==> src/rtl/mem_arb_pkg.sv <==
// Shared types for the unified I/D memory port arbiter: FSM encoding,
// port identifiers and the access-counter width.
package mem_arb_pkg;
  localparam int CNT_W = 4;

  typedef enum logic [1:0] {
    IDLE    = 2'b00,
    BUSY_IF = 2'b01,
    BUSY_DM = 2'b10
  } state_e;

  typedef enum logic {
    PORT_IF = 1'b0,
    PORT_DM = 1'b1
  } port_e;
endpackage

==> src/rtl/mem_port_arbiter.sv <==
// Single-port memory arbiter between fetch (IF) and load/store (DM) with a
// fixed-latency access counter. Define MEM_ARB_RR_EN for round-robin ties.
module mem_port_arbiter
  import mem_arb_pkg::*;
#(
  parameter int ADDR_W  = 32,
  parameter int DATA_W  = 32,
  parameter int MEM_LAT = 2
) (
  input  logic              clk,
  input  logic              rst_n,
  input  logic              if_req_i,
  input  logic [ADDR_W-1:0] if_addr_i,
  output logic [DATA_W-1:0] if_rdata_o,
  output logic              if_done_o,
  input  logic              dm_req_i,
  input  logic              dm_we_i,
  input  logic [ADDR_W-1:0] dm_addr_i,
  input  logic [DATA_W-1:0] dm_wdata_i,
  output logic [DATA_W-1:0] dm_rdata_o,
  output logic              dm_done_o,
  output logic              stall_if_o,
  output logic              stall_dm_o,
  output logic              mem_en_o,
  output logic              mem_we_o,
  output logic [ADDR_W-1:0] mem_addr_o,
  output logic [DATA_W-1:0] mem_wdata_o,
  input  logic [DATA_W-1:0] mem_rdata_i
);
  localparam logic [CNT_W-1:0] LAT = CNT_W'(MEM_LAT);

  state_e             state_q, state_d;
  logic [CNT_W-1:0]   cnt_q, cnt_d;
  logic [ADDR_W-1:0]  addr_q, addr_d;
  logic               we_q, we_d;
  logic [DATA_W-1:0]  wdata_q, wdata_d;
  logic               done, grant, tie_dm;
  port_e              gport;

`ifdef MEM_ARB_RR_EN
  port_e last_q;
  // Tie goes to whichever port was not granted most recently.
  assign tie_dm = (last_q == PORT_IF);
  always_ff @(posedge clk or negedge rst_n) begin
    if (!rst_n)     last_q <= PORT_IF;
    else if (grant) last_q <= gport;
  end
`else
  assign tie_dm = 1'b1;
`endif

  assign if_done_o = (state_q == BUSY_IF) && (cnt_q == LAT);
  assign dm_done_o = (state_q == BUSY_DM) && (cnt_q == LAT);
  assign done      = if_done_o | dm_done_o;

  always_comb begin
    state_d = state_q;
    cnt_d   = cnt_q;
    addr_d  = addr_q;
    we_d    = we_q;
    wdata_d = wdata_q;
    grant   = 1'b0;
    gport   = PORT_IF;
    case (state_q)
      IDLE: begin
        if (if_req_i && dm_req_i) begin
          grant = 1'b1;
          gport = tie_dm ? PORT_DM : PORT_IF;
        end else if (dm_req_i) begin
          grant = 1'b1;
          gport = PORT_DM;
        end else if (if_req_i) begin
          grant = 1'b1;
          gport = PORT_IF;
        end
      end
      // At the done edge only the other port may be granted, so a held
      // request cannot starve the opposite port.
      BUSY_IF: begin
        if (!done)         cnt_d = cnt_q + 1'b1;
        else if (dm_req_i) begin grant = 1'b1; gport = PORT_DM; end
        else               state_d = IDLE;
      end
      BUSY_DM: begin
        if (!done)         cnt_d = cnt_q + 1'b1;
        else if (if_req_i) begin grant = 1'b1; gport = PORT_IF; end
        else               state_d = IDLE;
      end
      default: state_d = IDLE;
    endcase
    if (grant) begin
      cnt_d = '0;
      if (gport == PORT_DM) begin
        state_d = BUSY_DM;
        addr_d  = dm_addr_i;
        we_d    = dm_we_i;
        wdata_d = dm_wdata_i;
      end else begin
        state_d = BUSY_IF;
        addr_d  = if_addr_i;
        we_d    = 1'b0;
        wdata_d = '0;
      end
    end
  end

  always_ff @(posedge clk or negedge rst_n) begin
    if (!rst_n) begin
      state_q <= IDLE;
      cnt_q   <= '0;
      addr_q  <= '0;
      we_q    <= 1'b0;
      wdata_q <= '0;
    end else begin
      state_q <= state_d;
      cnt_q   <= cnt_d;
      addr_q  <= addr_d;
      we_q    <= we_d;
      wdata_q <= wdata_d;
    end
  end

  assign mem_en_o    = (state_q != IDLE) && (cnt_q == '0);
  assign mem_we_o    = mem_en_o & we_q;
  assign mem_addr_o  = addr_q;
  assign mem_wdata_o = wdata_q;
  assign if_rdata_o  = if_done_o ? mem_rdata_i : '0;
  assign dm_rdata_o  = dm_done_o ? mem_rdata_i : '0;
  assign stall_if_o  = if_req_i & ~if_done_o;
  assign stall_dm_o  = dm_req_i & ~dm_done_o;
endmodule

==> config.mk <==
export PLATFORM = sky130hd
export DESIGN_NAME = mem_port_arbiter
export DESIGN_NICKNAME = d
export VERILOG_FILES = /design/src/rtl/mem_arb_pkg.sv /design/src/rtl/mem_port_arbiter.sv
export SDC_FILE = /design/constraint.sdc
export NUM_CORES = 1
export LEC_CHECK = 0
export ABC_AREA = 0
export BUFFER_PORTS_ARGS = -buffer_cell sky130_fd_sc_hd__buf_2
export CORE_MARGIN = 5
export CORE_UTILIZATION = 25
export CTS_BUF_LIST = sky130_fd_sc_hd__clkbuf_16
export DETAILED_ROUTE_END_ITERATION = 16
export PLACE_DENSITY = 0.56
export SLEW_MARGIN = 20
export SYNTH_ARGS = -nofsm -noshare
export SYNTH_HDL_FRONTEND = slang
export SYNTH_SLANG_ARGS = --single-unit
==> constraint.sdc <==
create_clock -name clk -period 2.4 [get_ports clk]
set_input_delay 0.12 -clock clk [delete_from_list [all_inputs] [get_ports clk]]
set_output_delay 0.12 -clock clk [all_outputs]
set_load 0.05 [all_outputs]
# Word-level counts from Yosys, hierarchy flattened

Cells that the tools add are included.

Flip-flop bits (word level): 71
Latch bits: 0
Memory bits (writable): 0
ROM bits: 0
Input port bits: 133
Output and inout bits: 134
Memories kept: 0

Add/sub/neg operators: 1
Multipliers: 0
Div/mod/pow operators: 0
$lt $le $gt $ge: 0
Eq/ne operators: 9
Shift-type cells: 0
Muxes and demuxes: 24
Bitwise gates (word level): 6
Reduce and logical (&&, ||, !) cells: 11

Operators with widths:

| operator                                       | number |
|---|---|
| two-way mux 32 bit                             | 4 |
| two-way mux 2 bit                              | 6 |
| two-way mux 4 bit                              | 3 |
| != test 3 bit (second input constant)          | 4 |
| two-way mux 1 bit                              | 8 |
| one-hot mux 2 bit (3 select lines)             | 1 |
| AND reduction 5 bit                            | 1 |
| adder 4 x 1 -> 4 bit (second input constant)   | 1 |
| == test 4 x 2 -> 1 bit (second input constant) | 1 |
| logical AND 1 bit                              | 4 |
| logical NOT 4 bit                              | 1 |
| nonzero test 2 bit                             | 2 |
| AND 1 bit                                      | 3 |
| one-hot mux 1 bit (3 select lines)             | 1 |
| == test 2 x 1 -> 1 bit (second input constant) | 1 |
| == test 2 bit (second input constant)          | 1 |
| logical NOT 2 bit                              | 1 |
| != test 2 x 1 -> 1 bit (second input constant) | 1 |
| != test 2 bit (second input constant)          | 1 |
| inverter 1 bit                                 | 2 |
| one-hot mux 1 bit (2 select lines)             | 1 |
| AND reduction 2 bit                            | 1 |
| OR reduction 2 bit                             | 1 |
| bitwise OR 1 bit                               | 1 |

# Depth between registers and ports, before layout

Gate-level depths: netlist (run 1).

Word-level depth: 7
Mapped depth: 9

# Worst setup path before layout (run 1)

No wires, ideal clock.

Path type: register to output
Start: reg state_q[0]
End: out mem_we_o
Data arrival time: 2.978 ns
Path slack: -0.698 ns
Stages on the path, launching flop included: 5
Buffers on the path: 0
Cells stage by stage: dfrtp_1 > inv_1 > ha_1 > nor4b_1 > and2_1

Longest elaborated chain between the ends: 3

RTL lines:

| what                     | RTL line                | text |
|---|---|---|
| start: declaration       | mem_port_arbiter.sv:32  | `state_e state_q, state_d;` |
| start signal: assignment | mem_port_arbiter.sv:115 | `state_q <= state_d;` |
| nonzero test 2 bit       | mem_port_arbiter.sv:123 | `assign mem_en_o = (state_q != IDLE) && (cnt_q == '0);` |
| logical AND 1 bit        | mem_port_arbiter.sv:123 |  |
| via mem_en_o             | mem_port_arbiter.sv:24  | `output logic mem_en_o,` |
| AND 1 bit                | mem_port_arbiter.sv:124 | `assign mem_we_o = mem_en_o & we_q;` |
| end: declaration         | mem_port_arbiter.sv:25  | `output logic mem_we_o,` |

The timed path passes the listed nets, and every way through them passes these cells.

# Worst setup path in the final report (run 1)

Start: reg cnt_q[0]
End: out if_rdata_o[10]

Longest elaborated chain between the ends: 3

RTL lines:

| what                     | RTL line                | text |
|---|---|---|
| start: declaration       | mem_port_arbiter.sv:33  | `logic [CNT_W-1:0] cnt_q, cnt_d;` |
| start signal: assignment | mem_port_arbiter.sv:116 | `cnt_q <= cnt_d;` |
| == test 4 x 2 -> 1 bit   | mem_port_arbiter.sv:52  | `assign if_done_o = (state_q == BUSY_IF) && (cnt_q == LAT);` |
| logical AND 1 bit        | mem_port_arbiter.sv:52  |  |
| two-way mux 32 bit       | mem_port_arbiter.sv:127 | `assign if_rdata_o = if_done_o ? mem_rdata_i : '0;` |
| end: declaration         | mem_port_arbiter.sv:14  | `output logic [DATA_W-1:0] if_rdata_o,` |

Every way passes these cells.

==> results.md, run 1 <==
Global route:
- The initial antenna violation count is 0.
- The number of global-route vias before repair is approximately 3,600.
- For this run the aggregate overflow at the end of global routing stands at 0.
- Entering global routing, the biggest net connects 72 pins.
- The total global routing track utilization is about an eighth.
- The first global-routing pass estimated 17,880 um of wire.

Drt:
- The number of design-rule violations left by the first detailed-router iteration is 40.
- After detailed routing, the total wire length is ~12,000 um.
- The first detailed-routing pass ran for 4 iterations.
- The vias per cell is just over 4.
- After detailed routing, the number of remaining DRC violations is 0.
- After detailed routing, the average wire length per cell comes to between 10 and 15 um.
- The via count is about 3,500.
- The post-detailed-route count of antenna-violating nets is 0.

Run status:
- The run finished with clean final reports.

Worst hold path:
- The origin of the worst min-delay path is dm_wdata_i[19].
- The min-delay analysis places its worst path in the category in2reg.
- The hold path depth is 3.
- The capture endpoint of the worst hold path is mem_wdata_o[19].

Clock network:
- CTS placed an instance of clkbuf_16 at the clock tree root.
- The buffer depth of the longest clock path is 2.
- The later pin in the worst-skew pair is clocked with a latency of around 0.33 ns.
- The CTS tree is yes.
- In this run the number of H-tree levels came out at 3.
- Buffers inserted during clock tree synthesis total 9.
- After clock tree synthesis, the clock-pin slew on the worst setup and hold paths is 0.06 ns.
- For this design, the sink count on the clock tree is 71.

Synthesis:
- The post-synthesis area per instance is ~11 sq um.
- In this run, synthesis produced a sequential element count of between 70 and 80.
- The total standard cell area after synthesis is a little under 4000 sq um.
- The net count after synthesis is between 500 and 600.
- The share of the yosys chip area belonging to registers is a little under half.
- The cell count after synthesis is 364.
- For this run, the number of Yosys warnings is 0.
- After synthesis, the netlist uses 28 different library cells.

Worst setup path:
- The endpoint of the most critical register-to-register path is mem_addr_o[28].
- The category of the worst setup path launch point is a register.
- The library cell contributing the largest single delay on the critical path is dfrtp_1.
- The data arrival time of the critical path is 2.10 ns.
- The critical path capture point type is an output pin.
- Counting both buffers and inverters, the worst setup path holds a total of 3.
- Counting cells, the worst reg-to-reg path comes to 7.
- The longest individual stage delay on the worst path is about 0.41 ns.
- By startpoint and endpoint, the worst setup path is classified as reg2out.
- Walking the worst path, the cells encountered are inv_1 > ha_1 > and4bb_2 > buf_6 > and2_1 > buf_2.
- The largest fanout on the critical path is 37.
- The startpoint identified for the worst register-to-register timing path is cnt_q[0].
- The slack of the worst reg-to-reg path is between 0.2 and 0.3 ns.
- The kind of cell with the highest combined delay along the critical path is buffers and inverters.
- Data on the critical path is required at its endpoint by ~2.3 ns.

Timing:
- Of the available clock period, the critical path in the final layout requires roughly 93%.
- Setup repair after global routing left no endpoint under its margin.
- The worst-case clock skew is ~0.006 ns.
- The transition time at the pin with the least slew margin is approximately 0.9 ns.
- The maximum clock frequency is 0.4503 GHz.
- The final count of pins violating max slew was 0.
- After layout, the worst setup slack is 0.1793 ns.
- The setup TNS after final layout is 0 ns.
- The worst slew margin relative to its limit is 39.81%.
- The number of hold violations in the final report is 0.
- Counting I/O delays and the setup requirement, the final critical path takes roughly 2.2 ns.
- The number of failing setup endpoints in the final timing report is 0.

Place:
- Timing analysis after detailed placement gives a worst setup slack of ~0.26 ns.
- Routability-driven placement finished with a final weighted congestion of ~0.73.
- Detailed placement finished with a half-perimeter wire length of 9164 um.
- The cell total after placement is around 820.
- The count of buffers inserted at the top-level ports is between 200 and 300.
- The placed cell area is 5504 sq um.

Final layout:
- The library cells used most frequently in the layout, excluding fill and tap cells, are buf_2 (265), dfrtp_1 (71), and2_1 (65).
- The post-route netlist has 56.28% of its cells at a drive strength greater than 1.
- The final design instance area without fill is around 5900 sq um.
- The number of antenna diodes is 0.
- Leaving out fill and tap cells, the most frequent cell in the layout is buf_2.
- Cells fill a little under two fifths of the core in the end.
- The finished layout holds 840 standard cells, fillers aside.
- Compared with the post-synthesis result, the final layout area differs by 49.30%.
- For this run, the post-layout net count is roughly 760.

Power and ir drop:
- For this design the static power due to leakage is approximately 0.0032 uW.
- The maximum resistive drop on vdd is 0.0006914 V.
- The power per cell area is 1420 nW/um^2.

Die:
- In this run the horizontal extent of the chip is ~140 um.
- The floorplan step set the die height to roughly 140 um.
- The die footprint is ~18,000 sq um.
- The count of boundary I/O pins is ~270.
- The core outline area is approximately 15,000 sq um.
- For this configuration, the core starts out at a cell density of around a quarter.
- In this run the core area contains 45 standard-cell rows.

Job:
- Across the run, the number of max-cap violations was 0.
[metal layers]
layer  part of all wire (%)  track usage (%)  routed length [um]  up-vias
met4                    1.1            3.415                 125        0
met5                      0                0                   0        -
met2                     53            23.37                6291      148
li1                       -                -                   -     1698
met1                     36            12.42                4209     1636
met3                     10            4.346                1215       10
[through the flow]
stage	total power, uW	hold slack, ns
after global routing	8752	0.01715
after CTS	8456	0.005798
after floorplan	5683	-0.1756
final	8318	0.02495
after global placement	6784	0.3130
after detailed placement	6870	0.3232
[cell type report]
type                       instances  area (sq um)
clock buffer                       9         225.2
clock inverter                     7         111.4
fill                            1564          9457
inverter                          38         142.6
multi-input combinational        232          1903
sequential                        71          1777
tap                              211         264.0
timing repair buffer             272          1435
[state kept, by name (all words and copies together) (netlist names)]
register / flops
cnt_q: 4
mem_addr_o: 32
mem_wdata_o: 32
state_q: 2
we_q: 1
[cells in the mapped netlist, drive strengths merged]
master | count | area share (%)
ha | 7 | 2.2
nor3b | 1 | 0.19
o21a | 1 | 0.19
nand4 | 1 | 0.16
inv | 38 | 3.6
xnor2 | 1 | 0.22
a221oi | 1 | 0.22
dfrtp | 71 | 45
and4bb | 2 | 0.64
nor4 | 1 | 0.16
and2 | 65 | 10
mux2i | 34 | 8.7
nor4b | 1 | 0.22
o21ai | 2 | 0.35
nor2 | 7 | 0.67
buf | 14 | 1.9
nand3 | 1 | 0.13
clkbuf | 9 | 1.4
mux2 | 64 | 18
a221o | 1 | 0.26
xor2 | 1 | 0.22
nor2b | 2 | 0.32
a21oi | 2 | 0.26
a22o | 3 | 0.67
nand2 | 34 | 3.3
[kinds of logic (layout without fill, tap and decap cells)]
logic type               count (synthesis)  after routing  synth area share, %
AO/OA/AOI/OAI                           10             10                1.945
AND/OR/NAND/NOR                        115            115                16.10
XOR/XNOR                                 2              2               0.4465
flip-flops                              71             71                45.28
buffers and inverters                   61            326                6.952
adder cells (fa/ha/maj)                  7              7                2.232
multiplexers                            98             98                27.04
[tightest hold or removal path, stage by stage]
cell,delay [ns]
buf_2,0.09
nand2_1,0.04
mux2i_1,0.05
[power by group]
group	switching [uW]	leakage, uW	internal (uW)
clock network	517	0.000164	1010
logic	3270	0.00210	1470
registers	295	0.000896	1760
total	4080	0.00317	4240
[how the worst max path moves through the flow]
| stage | endpoint | startpoint | depth (start not counted) |
|---|---|---|---|
| after detailed placement | mem_addr_o[28] | cnt_q[0] | 7 |
| after global routing | if_rdata_o[10] | cnt_q[0] | 6 |
| after floorplan | mem_we_o | state_q[0] | 4 |
| final | if_rdata_o[10] | cnt_q[0] | 6 |
| after global placement | mem_addr_o[5] | state_q[0] | 6 |
| after CTS | dm_rdata_o[5] | state_q[0] | 5 |
[what timing repair did]
item	in CTS	in global routing
setup endpoints to repair	0	33
hold endpoints to repair	71	0
resized for setup	0	2
hold buffers	1	0
buffers inserted	0	0
No activity file was read; power rests on OpenSTA's default activity.
==> run 2, diff against run 1 <==
- CORE_UTILIZATION: 25 -> 42
- PLACE_DENSITY: 0.56 -> 0.84
==> results.md, run 2 (synthesis gave the netlist of run 1 again) <==
Power and ir drop:
- The proportion of total power due to net switching is 50.31% (was 49.04%).
- The combinational share of power is 58.0% (was 56.9%).
- The static leakage is 0.003156 uW (was 0.003165 uW).
- The proportion of power drawn by flip-flops and latches is 25.4% (was 24.7%).
- The clock share of power is 16.6% (was 18.3%).
- The internal power consumption is 4050 uW (was 4239 uW).
- The power per cell area is 1426 nW/um^2 (was 1420 nW/um^2).
- The reported net switching power is 4100 uW (was 4079 uW).
- The maximum resistive drop on vdd is 0.0008850 V (was 0.0006914 V).
- The overall power after layout came to 8151 uW (was 8318 uW).

Timing:
- The transition time at the pin with the least slew margin is 0.7038 ns (was 0.9029 ns).
- The number of hold violations in the final report came to 0 (unchanged).
- The share of the clock period used by the worst path is 93.50% (was 92.53%).
- The worst-case clock skew is 0.007576 ns (was 0.006072 ns).
- The maximum clock frequency is 0.4457 GHz (was 0.4503 GHz).
- RSZ-0062 raised after global routing: false (unchanged).
- The final period demand of the worst path is 2.244 ns (was 2.221 ns).
- The final count of pins violating max slew is 0 (unchanged).
- The setup TNS after final layout is 0 ns (unchanged).
- The number of failing setup endpoints in the final timing report is 0 (unchanged).
- The worst slew margin relative to its limit is 53.08% (was 39.81%).

Drt:
- The total wirelength of the detailed-routed design came to 11,590 um (was 11,840 um).
- The DRC violations left is 0 (unchanged).
- The number of design-rule violations left by the first detailed-router iteration is 190 (was 40).
- The routed wirelength normalized by instance count is 15.64 um (was 14.10 um).
- The via count is 3,493 (was 3,492).
- The vias per cell is 4.714 (was 4.157).
- The post-detailed-route count of antenna-violating nets is 0 (unchanged).
- The number of search-and-repair iterations in the first detailed-routing pass is 4 (unchanged).

Die:
- The chip width is 106.7 um (was 135.3 um).
- The die footprint is 11,380 sq um (was 18,300 sq um).
- The height of the chip came to 106.7 um (was 135.3 um).
- The initial core utilization is 42.87% (was 25.62%).
- The core outline area came to 9153 sq um (was 15,310 sq um).
- The number of rows created at floorplan is 35 (was 45).
- The count of boundary I/O pins was 267 (unchanged).

Place:
- The detailed-placement wirelength estimate is 9087 um (was 9164 um).
- The count of buffers inserted at the top-level ports is 266 (unchanged).
- The final weighted congestion of routability-driven global placement is 0.7840 (was 0.7301).
- The cell total after placement is 724 (was 823).

Worst setup path:
- The category of the worst setup path launch point is a register (unchanged).
- The data arrival time of the critical path is 2.12 ns (was 2.10 ns).
- The required time reported for the critical path endpoint came to 2.28 ns (about the same).
- The critical path capture point type was an output pin (unchanged).
- The class of the most critical setup path was reg2out (unchanged).
- The slack of the worst reg-to-reg path came to 0.25 ns (was 0.26 ns).
- The largest fanout on the critical path is 37 (unchanged).

Clock network:
- The buffer depth of the longest clock path is 2 (unchanged).
- The clock-pin slew on the worst setup and hold paths is 0.06 ns (about the same).
- The root buffer cell is clkbuf_16 (unchanged).
- The number of buffers added by the clock tree synthesis step is 9 (unchanged).
- The CTS tree was yes (unchanged).
- The deepest level of the CTS H-tree is 3 (unchanged).
- The number of setup buffers added after CTS came to 0 (unchanged).
- The number of clock sinks is 71 (unchanged).
- The insertion delay to the later sink of the worst-skew pair came to 0.33 ns (about the same).

Global route:
- The initial antenna violation count was 0 (unchanged).
- The total global routing track utilization was 19.87% (was 12.21%).
- The global route total overflow was 0 (unchanged).
- The number of global-route vias before repair is 3,769 (was 3,610).
- The largest net degree at the start of global routing is 43 (was 72).
- The first-pass GRT wire length is 18,130 um (was 17,880 um).

Worst hold path:
- The worst hold-check path type was in2reg (unchanged).

Final layout:
- The number of antenna diodes is 0 (unchanged).
- Most frequent cells in the layout: buf_2 (266), dfrtp_1 (71), and2_1 (65) (was buf_2 (265), dfrtp_1 (71), and2_1 (65)).
- The share of layout cells above drive strength 1 is 56.67% (was 56.28%).
- The final net count was 765 (was 764).
- The most common library cell in the layout ignoring fill and taps was buf_2 (unchanged).
- The utilization after layout was 62.45% (was 38.25%).
- The layout-stage area growth over the synthesis result was 45.66% (was 49.30%).
- The final standard cell count with taps included and fillers excluded is 741 (was 840).
- The filler cell count is 732 (was 1,564).

Job:
- The reported max-cap violation count is 0 (unchanged).

Run status:
- Result of the run: finished clean (unchanged).
==> run 2: final timing paths <==
| check | startpoint | to | depth (start not counted) |
|---|---|---|---|
| worst max-delay path | cnt_q[0] | if_rdata_o[23] | 6 |
| worst min-delay path | dm_wdata_i[26] | mem_wdata_o[26] | 3 |
| worst max register to register | cnt_q[0] | mem_addr_o[30] | 7 |
| worst min register to register | mem_addr_o[29] | mem_addr_o[29] | 1 |
| max in group asynchronous | rst_n | mem_addr_o[14] | 3 |
| min in group asynchronous | rst_n | mem_wdata_o[7] | 2 |
==> run 2: repair_timing <==
| action | 4_1_cts | 5_1_grt |
|---|---|---|
| gates resized for setup | 0 | 1 |
| endpoints found under the setup margin | 0 | 31 |
| endpoints found under the hold margin | 29 | 0 |
| hold buffers | 1 | 0 |
==> run 2: routing by layer <==
| metal | global-route usage [%] | wire [um] | vias to the layer above |
|---|---|---|---|
| met5 | 0 | 0 | - |
| met4 | 7.306 | 261 | 0 |
| met3 | 5.238 | 969 | 24 |
| met2 | 37.72 | 6220 | 148 |
| met1 | 20.84 | 4141 | 1619 |
| li1 | - | - | 1702 |
==> run 2: per-stage QoR <==
stage                     hold WS [ns]  setup WS (ns)  instance area, sq um
after floorplan                -0.1756        0.06735                  3930
after global placement          0.1949         0.3472                  5396
after detailed placement        0.2082         0.2780                  5396
after CTS                      0.02093        0.09640                  5712
after global routing           0.02122        0.04342                  5715
final                          0.02926         0.1561                  5715
==> run 2: power groups by stage <==
stage          Clock, uW  Sequential, uW  Combinational (uW)
2_1_floorplan          0            3900                1780
3_3_place_gp           0            2050                4670
3_5_place_dp           0            2080                4770
4_1_cts             1380            2070                4780
5_1_grt             1430            2150                4990
6_report            1350            2070                4730
==> run 2: final cells by class <==
type                    count  area [sq um]  share of cell area, %
clock inverters             7         80.08                  1.401
repair buffers            273          1449                  25.35
multi-input cells         232          1903                  33.30
well taps                 111         138.9                  2.430
clock buffers               9         225.2                  3.940
flip-flops and latches     71          1777                  31.09
inverters                  38         142.6                  2.496
==> run 2: critical path, stage by stage, from the launching register on <==
cell	delay, ns
dfrtp_1	0.42
inv_1	0.10
ha_1	0.22
and4bb_2	0.30
buf_4	0.31
and2_1	0.18
buf_2	0.26
==> run 3, diff against run 2 <==
--- a/constraint.sdc
+++ b/constraint.sdc
@@ -3,2 +3,2 @@
 set_output_delay 0.12 -clock clk [all_outputs]
-set_load 0.05 [all_outputs]
+set_load 0.02 [all_outputs]
==> results.md, run 3 (synthesis gave the netlist of run 1 again) <==
Run status:
- Result of the run: finished clean (unchanged).

Clock network:
- The CTS tree is yes (unchanged).
- The insertion delay to the later sink of the worst-skew pair is 0.33 ns (about the same).
- The root buffer cell is clkbuf_16 (unchanged).
- The deepest level of the CTS H-tree is 3 (unchanged).
- The buffer depth of the longest clock path is 2 (unchanged).
- The number of clock sinks is 71 (unchanged).
- The number of buffers added by the clock tree synthesis step was 9 (unchanged).
- The clock-pin slew on the worst setup and hold paths is 0.06 ns (about the same).
- The number of setup buffers added after CTS came to 0 (unchanged).

Worst setup path:
- The library cell contributing the largest single delay on the critical path was and4bb_2 (was dfrtp_1).
- Critical path cell sequence: inv_1 > ha_1 > and4bb_2 > and2_1 > buf_2 (was inv_1 > ha_1 > and4bb_2 > buf_4 > and2_1 > buf_2).
- The longest individual stage delay on the worst path is 0.59 ns (was 0.42 ns).
- The class of the most critical setup path is reg2out (unchanged).
- The critical path capture point type is an output pin (unchanged).
- The category of the worst setup path launch point is a register (unchanged).
- The data arrival time of the critical path is 2.02 ns (was 2.12 ns).
- The family with the most delay on the worst path is simple AND/OR/NAND/NOR gates (was buffers and inverters).
- The sum of buffers and inverters on the critical path was 2 (was 3).
- The largest fanout on the critical path is 36 (was 37).
- The required time reported for the critical path endpoint is 2.28 ns (about the same).

Timing:
- The setup TNS after final layout came to 0 ns (unchanged).
- The maximum clock frequency came to 0.4682 GHz (was 0.4457 GHz).
- The final count of pins violating max slew was 0 (unchanged).
- RSZ-0062 raised after global routing: false (unchanged).
- The worst-case clock skew was 0.009563 ns (was 0.007576 ns).
- The number of hold violations in the final report is 0 (unchanged).
- The final period demand of the worst path was 2.136 ns (was 2.244 ns).
- The share of the clock period used by the worst path is 89.00% (was 93.50%).
- The transition time at the pin with the least slew margin is 0.6895 ns (was 0.7038 ns).
- The number of failing setup endpoints in the final timing report is 0 (unchanged).
- The final hold slack is 0.03120 ns (was 0.02926 ns).
- The worst slew margin relative to its limit came to 54.03% (was 53.08%).

Power and ir drop:
- The static leakage is 0.003160 uW (was 0.003156 uW).
- The internal power consumption is 4141 uW (was 4050 uW).
- The clock share of power is 20.4% (was 16.6%).
- The overall power after layout is 6852 uW (was 8151 uW).
- The combinational share of power is 49.4% (was 58.0%).
- The maximum resistive drop on vdd is 0.0007053 V (was 0.0008850 V).
- The reported net switching power came to 2711 uW (was 4100 uW).
- The proportion of total power due to net switching came to 39.57% (was 50.31%).
- The power per cell area was 1198 nW/um^2 (was 1426 nW/um^2).
- The proportion of power drawn by flip-flops and latches is 30.2% (was 25.4%).

Final layout:
- The number of antenna diodes was 0 (unchanged).
- The most common library cell in the layout ignoring fill and taps is buf_2 (unchanged).
- The layout-stage area growth over the synthesis result was 45.79% (was 45.66%).
- Most frequent cells in the layout: buf_2 (266), dfrtp_1 (71), and2_1 (65) (unchanged).
- The final net count is 766 (was 765).
- The share of layout cells above drive strength 1 was 56.35% (was 56.67%).
- The final design instance area without fill is 5720 sq um (was 5715 sq um).

Global route:
- The total global routing track utilization is 19.90% (was 19.87%).
- The largest net degree at the start of global routing was 43 (unchanged).
- The number of global-route vias before repair is 3,841 (was 3,769).
- The first-pass GRT wire length came to 18,230 um (was 18,130 um).
- The global route total overflow came to 0 (unchanged).
- The initial antenna violation count came to 0 (unchanged).

Die:
- The number of rows created at floorplan is 35 (unchanged).
- The count of boundary I/O pins is 267 (unchanged).
- The height of the chip is 106.7 um (unchanged).
- The die footprint was 11,380 sq um (unchanged).
- The core outline area came to 9153 sq um (unchanged).
- The initial core utilization was 42.87% (unchanged).
- The chip width was 106.7 um (unchanged).

Drt:
- The routed wirelength normalized by instance count is 15.56 um (was 15.64 um).
- The post-detailed-route count of antenna-violating nets came to 0 (unchanged).
- The number of search-and-repair iterations in the first detailed-routing pass is 4 (unchanged).
- The total wirelength of the detailed-routed design is 11,530 um (was 11,590 um).
- The vias per cell came to 4.754 (was 4.714).
- The number of design-rule violations left by the first detailed-router iteration is 126 (was 190).
- The DRC violations left is 0 (unchanged).
- The via count is 3,523 (was 3,493).

Place:
- The final weighted congestion of routability-driven global placement is 0.7424 (was 0.7840).
- The detailed-placement wirelength estimate is 9052 um (was 9087 um).
- The count of buffers inserted at the top-level ports came to 266 (unchanged).
- The placed cell area is 5398 sq um (was 5396 sq um).

Worst hold path:
- The worst hold-check path type is in2reg (unchanged).

Job:
- The reported max-cap violation count is 0 (unchanged).
run 3: power groups by stage:
stage | Clock [uW] | Sequential (uW) | Combinational, uW
4_1_cts | 1430 | 2070 | 3430
3_5_place_dp | 0 | 2070 | 3430
3_3_place_gp | 0 | 2050 | 3310
2_1_floorplan | 0 | 2710 | 1630
6_report | 1400 | 2070 | 3380
5_1_grt | 1500 | 2150 | 3650
run 3: cell type report:
class | instances | area, sq um
flip-flops and latches | 71 | 1777
multi-input cells | 232 | 1893
well taps | 111 | 138.9
clock inverters | 6 | 87.58
fillers | 735 | 3432
repair buffers | 274 | 1456
inverters | 38 | 142.6
clock buffers | 9 | 225.2
run 3: path summary, 6_finish.rpt:
| check | start | end | slack, ns | depth (start not counted) |
|---|---|---|---|---|
| setup / recovery | cnt_q[0] | dm_rdata_o[20] | 0.26 | 5 |
| hold / removal | dm_wdata_i[2] | mem_wdata_o[2] | 0.03 | 3 |
| setup reg to reg | cnt_q[0] | mem_addr_o[11] | 0.29 | 7 |
| hold reg to reg | mem_addr_o[28] | mem_addr_o[28] | 0.50 | 1 |
| max in group asynchronous | rst_n | mem_addr_o[27] | 1.34 | 3 |
| min in group asynchronous | rst_n | mem_wdata_o[6] | 0.39 | 2 |
run 3: metrics by stage:
step                      util [%]  instances  setup slack [ns]
after floorplan                  -        364            0.3261
after global placement       58.97        725            0.3666
after detailed placement     58.97        725            0.2909
after CTS                    62.50        741            0.2023
after global routing         62.50        741           0.06920
final                        62.50        741            0.2640
run 3: per-layer routing:
metal / global-route usage [%] / up-vias / routed length, um
met5: 0 / - / 0
met4: 5.662 / 0 / 208
met3: 5.900 / 17 / 952
met2: 37.01 / 147 / 6119
met1: 21.84 / 1665 / 4253
li1: - / 1694 / -
run 3: timing repair:
item,4_1_cts,5_1_grt
gates resized for setup,0,0
hold endpoints to repair,29,0
hold buffers,1,0
run 3: tightest hold or removal path, cell delays in order:
cell and delay [ns]:
buf_2 0.10, nand2_1 0.04, mux2i_1 0.05
